===== src/rtl/game_sequencer_if.sv =====
// Bundle between the button/collision logic, the game sequencer
// and the renderer: game inputs in, screen selects and scores out.
interface game_sequencer_if #(
  parameter int SCORE_W = 8
);

  logic               play;
  logic               tick;
  logic               collision;
  logic               pass;

  logic [2:0]         state;
  logic               run;
  logic               show_start;
  logic               show_over;
  logic               flash;
  logic [1:0]         countdown;
  logic [SCORE_W-1:0] score;
  logic [SCORE_W-1:0] hiscore;
  logic               new_best;

  modport master (
    output play,
    output tick,
    output collision,
    output pass,
    input  state,
    input  run,
    input  show_start,
    input  show_over,
    input  flash,
    input  countdown,
    input  score,
    input  hiscore,
    input  new_best
  );

  modport slave (
    input  play,
    input  tick,
    input  collision,
    input  pass,
    output state,
    output run,
    output show_start,
    output show_over,
    output flash,
    output countdown,
    output score,
    output hiscore,
    output new_best
  );

endinterface


===== src/rtl/game_sequencer.sv =====
// Flappy Bird game flow: play screen, countdown, run, death flash,
// game over and retry, with current/high score keeping.
module game_sequencer #(
  parameter int COUNT_TICKS = 3,
  parameter int FLASH_TICKS = 8,
  parameter int SCORE_W     = 8
) (
  input  logic            clk,
  input  logic            reset,
  game_sequencer_if.slave bus
);

  localparam int MAXT =
    (COUNT_TICKS > FLASH_TICKS) ?
    COUNT_TICKS : FLASH_TICKS;
  localparam int CNT_W =
    (MAXT > 1) ? $clog2(MAXT) : 1;

  localparam logic [CNT_W-1:0] CNT_START =
    CNT_W'(COUNT_TICKS - 1);
  localparam logic [CNT_W-1:0] FLASH_START =
    CNT_W'(FLASH_TICKS - 1);
  localparam logic [SCORE_W-1:0] SCORE_MAX = '1;

  typedef enum logic [2:0] {
    IDLE  = 3'd0,
    COUNT = 3'd1,
    RUN   = 3'd2,
    DIE   = 3'd3,
    OVER  = 3'd4
  } state_t;

  state_t             state_q;
  state_t             state_d;
  logic               play_q;
  logic               press;
  logic [CNT_W-1:0]   cnt_q;
  logic               cnt_zero;
  logic [SCORE_W-1:0] score_q;
  logic [SCORE_W-1:0] hiscore_q;
  logic               flash_q;
  logic               new_best_q;
  logic [1:0]         cd_sat;

  // play_q resets high so a button held through reset is not a press
  assign press    = bus.play & ~play_q;
  assign cnt_zero = (cnt_q == '0);

  always_ff @(posedge clk or negedge reset) begin
    if (!reset) begin
      state_q <= IDLE;
    end else begin
      state_q <= state_d;
    end
  end

  always_comb begin
    state_d = IDLE;
    case (state_q)
      IDLE: begin
        state_d = press ? COUNT : IDLE;
      end
      COUNT: begin
        state_d = (bus.tick && cnt_zero) ?
                  RUN : COUNT;
      end
      RUN: begin
        state_d = bus.collision ? DIE : RUN;
      end
      DIE: begin
        state_d = (bus.tick && cnt_zero) ?
                  OVER : DIE;
      end
      OVER: begin
        state_d = press ? COUNT : OVER;
      end
      default: begin
        state_d = IDLE;
      end
    endcase
  end

  always_ff @(posedge clk or negedge reset) begin
    if (!reset) begin
      play_q     <= 1'b1;
      cnt_q      <= '0;
      score_q    <= '0;
      hiscore_q  <= '0;
      flash_q    <= 1'b0;
      new_best_q <= 1'b0;
    end else begin
      play_q     <= bus.play;
      new_best_q <= 1'b0;
      case (state_q)
        IDLE, OVER: begin
          flash_q <= 1'b0;
          if (press) begin
            score_q <= '0;
            cnt_q   <= CNT_START;
          end
        end
        COUNT: begin
          if (bus.tick && !cnt_zero) begin
            cnt_q <= cnt_q - 1'b1;
          end
        end
        RUN: begin
          // collision beats a same-cycle pass
          if (bus.collision) begin
            cnt_q   <= FLASH_START;
            flash_q <= 1'b1;
          end else if (bus.pass &&
                       score_q != SCORE_MAX) begin
            score_q <= score_q + 1'b1;
          end
        end
        DIE: begin
          if (bus.tick) begin
            flash_q <= ~flash_q;
            if (!cnt_zero) begin
              cnt_q <= cnt_q - 1'b1;
            end else if (score_q > hiscore_q) begin
              hiscore_q  <= score_q;
              new_best_q <= 1'b1;
            end
          end
        end
        default: begin
          flash_q <= 1'b0;
        end
      endcase
    end
  end

  always_comb begin
    cd_sat = 2'(cnt_q);
    if (32'(cnt_q) > 32'd3) begin
      cd_sat = 2'd3;
    end
  end

  always_comb begin
    bus.state      = state_q;
    bus.run        = 1'b0;
    bus.show_start = 1'b0;
    bus.show_over  = 1'b0;
    bus.flash      = 1'b0;
    bus.countdown  = 2'd0;
    bus.score      = score_q;
    bus.hiscore    = hiscore_q;
    bus.new_best   = new_best_q;
    unique case (1'b1)
      state_q == IDLE:  bus.show_start = 1'b1;
      state_q == COUNT: bus.countdown  = cd_sat;
      state_q == RUN:   bus.run        = 1'b1;
      state_q == DIE:   bus.flash      = flash_q;
      state_q == OVER:  bus.show_over  = 1'b1;
      default: ;
    endcase
  end

endmodule


===== src/flat_wrapper.sv =====
// flat-port wrapper written by rule: the top's interface ports become plain ports
module game_sequencer_flat 
#(
  parameter int COUNT_TICKS = 3,
  parameter int FLASH_TICKS = 8,
  parameter int SCORE_W     = 8
)
  (clk, reset, bus_play, bus_tick, bus_collision, bus_pass, bus_state, bus_run, bus_show_start, bus_show_over, bus_flash, bus_countdown, bus_score, bus_hiscore, bus_new_best);
  game_sequencer_if #(.SCORE_W(SCORE_W)) bus_i ();
  input  logic clk;
  input  logic reset;
  input wire logic [$bits(bus_i.play)-1:0] bus_play;
  input wire logic [$bits(bus_i.tick)-1:0] bus_tick;
  input wire logic [$bits(bus_i.collision)-1:0] bus_collision;
  input wire logic [$bits(bus_i.pass)-1:0] bus_pass;
  output wire logic [$bits(bus_i.state)-1:0] bus_state;
  output wire logic [$bits(bus_i.run)-1:0] bus_run;
  output wire logic [$bits(bus_i.show_start)-1:0] bus_show_start;
  output wire logic [$bits(bus_i.show_over)-1:0] bus_show_over;
  output wire logic [$bits(bus_i.flash)-1:0] bus_flash;
  output wire logic [$bits(bus_i.countdown)-1:0] bus_countdown;
  output wire logic [$bits(bus_i.score)-1:0] bus_score;
  output wire logic [$bits(bus_i.hiscore)-1:0] bus_hiscore;
  output wire logic [$bits(bus_i.new_best)-1:0] bus_new_best;
  assign bus_i.play = bus_play;
  assign bus_i.tick = bus_tick;
  assign bus_i.collision = bus_collision;
  assign bus_i.pass = bus_pass;
  assign bus_state = bus_i.state;
  assign bus_run = bus_i.run;
  assign bus_show_start = bus_i.show_start;
  assign bus_show_over = bus_i.show_over;
  assign bus_flash = bus_i.flash;
  assign bus_countdown = bus_i.countdown;
  assign bus_score = bus_i.score;
  assign bus_hiscore = bus_i.hiscore;
  assign bus_new_best = bus_i.new_best;
  game_sequencer #(.COUNT_TICKS(COUNT_TICKS), .FLASH_TICKS(FLASH_TICKS), .SCORE_W(SCORE_W)) u_core (.clk(clk), .reset(reset), .bus(bus_i));
endmodule

===== config.mk =====
export PLATFORM = sky130hd
export DESIGN_NAME = game_sequencer_flat
export DESIGN_NICKNAME = d
export VERILOG_FILES = /design/src/rtl/game_sequencer_if.sv /design/src/rtl/game_sequencer.sv /design/src/flat_wrapper.sv
export SDC_FILE = /design/constraint.sdc
export NUM_CORES = 1
export LEC_CHECK = 0
export BUFFER_PORTS_ARGS = -buffer_cell sky130_fd_sc_hd__buf_2
export CAP_MARGIN = 15
export CORE_UTILIZATION = 45
export DETAILED_ROUTE_END_ITERATION = 8
export GPL_TIMING_DRIVEN = 1
export MAX_ROUTING_LAYER = met4
export PLACE_DENSITY = 0.76
export SYNTH_ARGS = -nofsm -noshare
export SYNTH_HDL_FRONTEND = slang
export SYNTH_SLANG_ARGS = --single-unit

===== constraint.sdc =====
create_clock -name clk -period 3.9 [get_ports clk]
set_input_delay 0 -clock clk [delete_from_list [all_inputs] [get_ports clk]]
set_output_delay 0 -clock clk [all_outputs]
set_load 0.005 [all_outputs]

## Yosys cells after proc, flatten, opt, wreduce, memory -nomap -nowiden

Cells that the tools add are included.

| storage, ports and cells | value |
|---|---|
| flip-flop bits (word level) | 25 |
| input bits | 6 |
| bits in latches | 0 |
| memories kept | 0 |
| memory bits (writable) | 0 |
| memory bits (read-only) | 0 |

| cells by class | value |
|---|---|
| mux-type cells | 29 |
| eq/ne operators | 12 |
| div/mod/pow operators | 0 |
| shifts and indexed selects | 0 |
| order comparisons | 2 |
| bitwise operators | 4 |
| reduce and logical (&&, ||, !) cells | 13 |
| $add $sub $neg | 2 |
| multiply operators | 0 |

Operator list:

| operator | count |
|---|---|
| 8-bit 2-to-1 mux | 3 |
| 3-bit 2-to-1 mux | 7 |
| 8-bit one-hot mux with 2 select lines | 1 |
| 3-bit one-hot mux with 5 select lines | 1 |
| 1-bit 2-to-1 mux | 12 |
| 3-bit one-hot mux with 4 select lines | 1 |
| 8-bit by 1-bit adder with 8-bit output (second input constant) | 1 |
| 8-bit greater-than comparator | 1 |
| 2-bit != test (second input constant) | 4 |
| 8-bit != test (second input constant) | 1 |
| 4-bit AND reduction | 2 |
| 3-bit by 2-bit equality test with 1-bit output (second input constant) | 2 |
| 3-bit logical NOT | 2 |
| 2-bit 2-to-1 mux | 3 |
| 2-bit by 1-bit != test with 1-bit output (second input constant) | 3 |
| 6-bit AND reduction | 1 |
| 4-bit nonzero test | 1 |
| 3-bit by 1-bit equality test with 1-bit output (second input constant) | 1 |
| 3-bit equality test (second input constant) | 1 |
| 3-bit by 2-bit greater-than comparator with 1-bit output (second input constant) | 1 |
| 1-bit logical AND | 3 |
| 1-bit inverter | 3 |
| 1-bit one-hot mux with 3 select lines | 1 |
| 3-bit AND reduction | 1 |
| other kinds (5) | 5 |

## Depth between registers and ports, before layout

Gate-level depths: netlist of run 1.

| logic depth | value |
|---|---|
| depth in word-level cells | 5 |
| mapped depth | 7 |
| gate-level depth less buffers | 7 |

## Least setup slack after synthesis of run 1

Ideal clock, no wire load.

| timing path | value |
|---|---|
| kind | register to register |
| start point | register u_core.score_q[1], in the netlist u_core.bus.score[1] |
| end point | register u_core.hiscore_q[0], in the netlist u_core.bus.hiscore[0] |
| required time | 3.775 ns |
| period minus slack after synthesis | 1.952 ns |
| data arrival time | 1.827 ns |
| slack | 1.948 ns |
| stages on the path, launching flop included | 7 |
| path through | dfrtp_1 > ha_1 > nor2b_1 > o211ai_1 > a21oi_1 > o31ai_4 > mux2_2 |

| between the ends | value |
|---|---|
| longest elaborated chain between the ends | 2 |

Ends and longest elaborated chain:

| what | line | text |
|---|---|---|
| from (decl) | game_sequencer.sv:39 | `logic [SCORE_W-1:0] score_q;` |
| from (signal assigned) | game_sequencer.sv:114 | `score_q <= score_q + 1'b1;` |
| 8-bit greater-than comparator | game_sequencer.sv:122 | `end else if (score_q > hiscore_q) begin` |
| 4-bit AND reduction (no line) | - |  |
| to (signal assigned) | game_sequencer.sv:123 | `hiscore_q <= score_q;` |
| to (decl) | game_sequencer.sv:40 | `logic [SCORE_W-1:0] hiscore_q;` |

No other way between the ends.
A chain may end at the register's enable or synchronous reset.

## Worst setup path in the final report of run 1

| timing path | value |
|---|---|
| start point | register u_core.score_q[1], in the netlist u_core.bus.score[1] |
| end point | register u_core.hiscore_q[4], in the netlist u_core.bus.hiscore[4] |

The elaborated chain is that of the path after synthesis.

==> results_dict.tcl, run 1 <==
set metrics [dict create \
    overflow 0 \
    dp_slack_ns 1.69 \
    whs_ns 0.0436 \
    cts_buffers 3 \
    rsz0062_at_grt "false" \
    period_share_pct 57.2 \
    cts-htree-levels 1 \
    drt_iter0_markers 46 \
    io_pins 32 \
    firstDrtPassIters 4 \
    finalHoldViolCount 0 \
    critPathCaptureType "register" \
    clock_path_buffers 2 \
    drt_wl_total_mm 3.09 \
    crit_path_max_fanout 9 \
    tightest_slew_ns 0.583 \
    synth_seq_area_share_pct 42.4 \
    power_density_mw_per_mm2 409 \
    synth_cell_types 37 \
    rr_startpoint "u_core.bus.score[1]$_DFFE_PN0P_" \
    grt_pass1_wl_mm 4.98 \
    startpoint "u_core.bus.score[1]$_DFFE_PN0P_" \
    grt_antenna_before_repair 0 \
    post-place-cells 225 \
    io_buffers 31 \
    yosys_warnings 0 \
    period_needed_ns 2.23 \
    nets 205 \
    synth_area_sq_mm 0.00148 \
    cts_resized 0 \
    utilization_pct 55.8 \
    critical_path_class "register to register" \
    globalplace.congestion 0.803 \
    cts_tree "done" \
    status "finished, final reports clean" \
    initial_core_util_pct 48.0 \
    fin_skew_ns 0.00206 \
    grt_max_degree 26 \
    tns_ns 0 \
    dieWidth_um 59.3 \
    clock-sinks 25 \
    dieArea_sq_mm 0.00352 \
    clockRootBuffer "clkbuf_4" \
    syn_inst 152 \
    die_y_um 59.3 \
    layout_common_cells "buf_2, dfrtp_1, inv_1" \
    insertion_delay_ns 0.31 \
    num_vias 1225 \
    drive_above_1_share_pct 25.7 \
    dp_hpwl_mm 2.27 \
    drt.antenna.violating_nets 0 \
    ys_top_cells_by_area "dfrtp_1, ha_1, mux2_2" \
    drt-vias-per-instance 5.30 \
    postSynthAreaPerCell_sq_um 9.72 \
    fin_total_pwr_uw 702 \
    async_reset_ff_share_pct 100 \
    synth_top_area_cell "dfrtp_1" \
    synth_edf_count 0 \
    hp-start "bus_collision" \
    synth_ff_type "dfrtp_1" \
    worst_slack_ns 1.67 \
    post_drt_wl_per_cell_um 13.4 \
    finalSetupViolations 0 \
    area_delta_synth_final_pct 16.3 \
    drv_cap 0 \
    diodes 0 \
    required_ns 4.11 \
    synth_nets 169 \
    synth-seq-cells 25 \
    drcViolationCount 0 \
    yosys.area.top_type_share_pct 40.6 \
    final_cell_count_no_fill 231 \
    start_kind "register" \
    cts_hold_buf 2 \
    design_area_sq_mm 0.00172 \
    clk_pin_slew_worst_paths_ns 0.14 \
    slew_headroom_pct 61.1 \
    fmax_mhz 448 \
    track_usage_pct 19.2 \
    maxSlewViolCount 0 \
    vdd_drop_max_mv 0.177 \
    post-cts-setup-buffers 0 \
    fp-row-count 20 \
    core_area_sq_mm 0.00308 \
    worst-endpoint-arrival_ns 2.44 \
    hold_class "input pin to register" \
    first_global_vias 1159 \
    postPlaceCellArea_sq_mm 0.00167 \
    leakagePower_nw 0.864 \
    layout_commonest_cell "buf_2" \
]
report_power, final:
| group | switching [mW] | leakage (nW) | internal (mW) | total (mW) |
|---|---|---|---|---|
| clock network | 0.0754 | 0.0150 | 0.0399 | 0.115 |
| registers | 0.0597 | 0.326 | 0.293 | 0.353 |
| logic | 0.123 | 0.523 | 0.112 | 0.235 |
| total | 0.258 | 0.864 | 0.445 | 0.702 |
flip-flops by register name (all words and copies together), names as in the netlist:
register	cells
u_core.bus.score	8
u_core.bus.hiscore	8
u_core.play_q	1
u_core.cnt_q	3
u_core.bus.state	3
u_core.bus.new_best	1
u_core.flash_q	1
synth_stat cells, types with 3 or more instances:
cell type	n
dfrtp_1	24
inv_1	17
nand2_1	13
ha_1	11
nand3_1	9
a21oi_1	8
o21ai_0	8
mux2_2	7
nor2_1	7
nor3_1	5
o211ai_1	5
nor3b_1	4
nor2b_1	3
o31ai_1	3
cells by family after synthesis:
group	count (synthesis)	synth area share, %
simple gates	53	19.3
compound gates	34	16.3
flops	25	42.4
buf+inv	19	5.42
fa+ha+maj	11	9.31
mux	9	6.69
xor+xnor	1	0.593
worst paths after layout:
path                                                     end  slack [ns]  depth (start not counted)
setup / recovery           u_core.bus.hiscore[4]$_DFFE_PN0P_        1.67                          6
setup reg to reg           u_core.bus.hiscore[4]$_DFFE_PN0P_        1.67                          6
hold / removal                 u_core.bus.state[0]$_DFF_PN0_        0.04                          3
max in group asynchronous            u_core.play_q$_DFF_PN1_        3.32                          2
min in group asynchronous  u_core.bus.hiscore[6]$_DFFE_PN0P_        0.19                          2
hold reg to reg            u_core.bus.hiscore[6]$_DFFE_PN0P_        0.55                          1
per-layer routing:
metal,part of all wire (%),track usage [%]
met4,0.49,6.80
met1,47,24.6
met5,0,-
met2,50,31.5
met3,2.7,2.18
critical path: stages (launching register included):
cell	delay, ns
dfrtp_1	0.48
ha_1	0.32
nor2b_1	0.14
o211ai_1	0.19
a21oi_1	0.14
o31ai_4	0.46
mux2_2	0.40
area by class of cell:
cell class / instances / area, sq um
Clock buffer: 4 / 26.3
Fill cell: 290 / 1360
Inverter: 17 / 63.8
Multi-Input combinational cell: 108 / 771
Sequential cell: 25 / 627
Tap cell: 44 / 55.1
Timing Repair Buffer: 33 / 175
Note: power is estimated with default switching activity, not from simulation.
==> inputs of run 2 (changes only) <==
--- a/config.mk
+++ b/config.mk
@@ -5,13 +5,14 @@
 export SDC_FILE = /design/constraint.sdc
 export NUM_CORES = 1
 export LEC_CHECK = 0
+export ABC_AREA = 1
 export BUFFER_PORTS_ARGS = -buffer_cell sky130_fd_sc_hd__buf_2
 export CAP_MARGIN = 15
 export CORE_UTILIZATION = 45
 export DETAILED_ROUTE_END_ITERATION = 8
 export GPL_TIMING_DRIVEN = 1
 export MAX_ROUTING_LAYER = met4
-export PLACE_DENSITY = 0.76
+export PLACE_DENSITY = 0.78
 export SYNTH_ARGS = -nofsm -noshare
 export SYNTH_HDL_FRONTEND = slang
 export SYNTH_SLANG_ARGS = --single-unit
==> constraint.sdc (replaced) <==
create_clock -name clk -period 2 [get_ports clk]
set_input_delay 0 -clock clk [delete_from_list [all_inputs] [get_ports clk]]
set_output_delay 0 -clock clk [all_outputs]
set_load 0.005 [all_outputs]
==> results_dict.tcl, run 2 <==
set metrics [dict create \
    synth_area_sq_mm 0.00155 \
    cts-htree-levels 1 \
    synth_ff_type "dfrtp_1" \
    power_frac_seq_pct 41.3 \
    track_usage_pct 20.1 \
    grt_pass1_wl_mm 5.29 \
    drt_wl_total_mm 3.17 \
    path_cells "ha_1 -> nand2_1 -> nor2_1 -> nand2_1 -> nand2_1 -> clkinv_1 -> nand2_2 -> nand2_1 -> nand2_1" \
    critical_path_class "register to register" \
    setup.worst_path.end "u_core.bus.hiscore[1]$_DFFE_PN0P_" \
    area_delta_synth_final_pct 19.2 \
    synth_seq_area_share_pct 40.5 \
    grt_antenna_before_repair 0 \
    ys_top_cells_by_area "dfrtp_1, nand2_1, ha_1" \
    whs_ns 0.0644 \
    synth-seq-cells 25 \
    critPathCaptureType "register" \
    yosys.area.top_type_share_pct 38.8 \
    die_y_um 60.6 \
    power_density_mw_per_mm2 875 \
    postSynthAreaPerCell_sq_um 7.23 \
    p_int_uw 920 \
    clk_pin_slew_worst_paths_ns 0.14 \
    drt_iter0_markers 97 \
    dieArea_sq_mm 0.00367 \
    p_sw_uw 693 \
    drcViolationCount 0 \
    num_vias 1445 \
    slew_headroom_pct 63.1 \
    firstDrtPassIters 5 \
    drt-vias-per-instance 4.82 \
    diodes 0 \
    nets 274 \
    synth_edf_count 0 \
    layout_commonest_cell "nand2_1" \
    hold_class "input pin to register" \
    clock_path_buffers 2 \
    tightest_slew_ns 0.554 \
    postPlaceCellArea_sq_mm 0.00178 \
    core_area_sq_mm 0.00315 \
    p_comb_share_pct 44.0 \
    synth_top_area_cell "dfrtp_1" \
    io_pins 32 \
    drt.antenna.violating_nets 0 \
    synthTopCellsByCount "nand2_1, inv_1, dfrtp_1" \
    r2r-end "u_core.bus.hiscore[1]$_DFFE_PN0P_" \
    globalplace.congestion 0.874 \
    ff2ff_path_depth 9 \
    cts_resized 0 \
    period_share_pct 89.4 \
    drive_above_1_share_pct 19.5 \
    rr_startpoint "u_core.bus.score[7]$_DFFE_PN0P_" \
    dp_hpwl_mm 2.44 \
    vdd_drop_max_mv 0.684 \
    dieWidth_um 60.6 \
    clkPwrFrac_pct 14.7 \
    crit_slowest_cell "dfrtp_1" \
    syn_inst 214 \
    period_needed_ns 1.79 \
    crit_path_max_incr_delay_ns 0.49 \
    grt_max_degree 26 \
    insertion_delay_ns 0.33 \
    fin_skew_ns 0.00778 \
    initial_core_util_pct 49.0 \
    start_kind "register" \
    design_area_sq_mm 0.00184 \
    switching_share_pct 43.0 \
    synth_most_common_cell "nand2_1" \
    finalSetupViolations 0 \
    drv_cap 0 \
    crit_path_max_fanout 9 \
    status "finished, final reports clean" \
    worst-endpoint-arrival_ns 2.07 \
    ff2ff_setup_slack_ns 0.21 \
    startpoint "u_core.bus.score[7]$_DFFE_PN0P_" \
    synth_cell_types 22 \
    leakagePower_nw 1.04 \
    post_drt_wl_per_cell_um 10.6 \
    tns_ns 0 \
    cts_buffers 3 \
    cpMostUsedCell "nand2_1" \
    required_ns 2.29 \
    overflow 0 \
    io_buffers 31 \
    clock-sinks 25 \
    rsz0062_at_grt "false" \
    first_global_vias 1261 \
    cts_tree "done" \
    async_reset_ff_share_pct 100 \
    layout_common_cells "nand2_1, buf_2, inv_1" \
    synth_nets 231 \
    fp-row-count 20 \
    yosys_warnings 0 \
    clockRootBuffer "clkbuf_4" \
    fillCellCount 305 \
    maxSlewViolCount 0 \
    fmax_mhz 559 \
    finalHoldViolCount 0 \
]
run 2: final cells by class:
| cell class | count | area, sq um | area share, % |
|---|---|---|---|
| tap | 44 | 55.1 | 2.99 |
| sequential | 25 | 627 | 34.0 |
| clock inverter | 1 | 7.51 | 0.407 |
| clock buffer | 3 | 22.5 | 1.22 |
| timing repair buffer | 39 | 223 | 12.1 |
| inverter | 32 | 120 | 6.52 |
| multi-input combinational | 156 | 788 | 42.8 |
run 2: worst max-delay path: cells and delay by family, from the launching register on:
| kind | cells | cell delay (ns) |
|---|---|---|
| adders and majority gates | 1 | 0.34 |
| buffers and inverters | 1 | 0.20 |
| DFF | 1 | 0.49 |
| and+or+nand+nor | 7 | 0.72 |
run 2: power by group through the flow:
stage,clock network [mW],logic [mW],registers [mW]
2_1_floorplan,0,0.514,0.666
3_3_place_gp,0,0.699,0.672
3_5_place_dp,0,0.704,0.674
4_1_cts,0.243,0.710,0.665
5_1_grt,0.266,0.820,0.676
6_report,0.238,0.709,0.665
run 2: routing by layer:
metal | GRT usage, % | vias to the layer above | share of wire, %
met5 | - | - | 0
met4 | 6.82 | 0 | 1.4
met3 | 5.76 | 4 | 6.3
met2 | 30.0 | 36 | 43
met1 | 26.3 | 647 | 49
li1 | - | 758 | -
run 2: how the worst min path moves through the flow:
stage                     startpoint                           endpoint  slack, ns  cells past startpoint
after floorplan                reset  u_core.bus.hiscore[0]$_DFFE_PN0P_      -0.30                      0
after global placement         reset      u_core.bus.state[2]$_DFF_PN0_       0.01                      1
after detailed placement       reset  u_core.bus.hiscore[1]$_DFFE_PN0P_       0.02                      1
after CTS                   bus_tick      u_core.bus.state[2]$_DFF_PN0_       0.05                      3
after global routing        bus_tick      u_core.bus.state[2]$_DFF_PN0_       0.06                      3
final                       bus_tick      u_core.bus.state[2]$_DFF_PN0_       0.06                      3
run 2: logic make-up (layout without fill, tap and decap cells):
kind of cell	count (synthesis)	count (layout)	synth area share (%)
and+or+nand+nor	120	120	32.1
buffers and inverters	33	75	8.49
AOI/OAI and AO/OA	24	24	9.39
adders and majority gates	11	11	8.90
DFF	25	25	40.5
xor gates and xnor gates	1	1	0.566
run 2: repair_timing:
action / CTS / global route
hold buffers: 3 / 0
endpoints found under the hold margin: 27 / 0
buffers inserted: 0 / 0
run 2: through the flow:
stage	utilization [%]	worst slack [ns]	cells	total power [mW]
after CTS	58.5	0.204	300	1.62
after global placement	56.5	0.261	293	1.37
after global routing	58.5	0.0499	300	1.76
final	58.5	0.211	300	1.61
after detailed placement	56.5	0.228	293	1.38
after floorplan	-	0.461	214	1.18
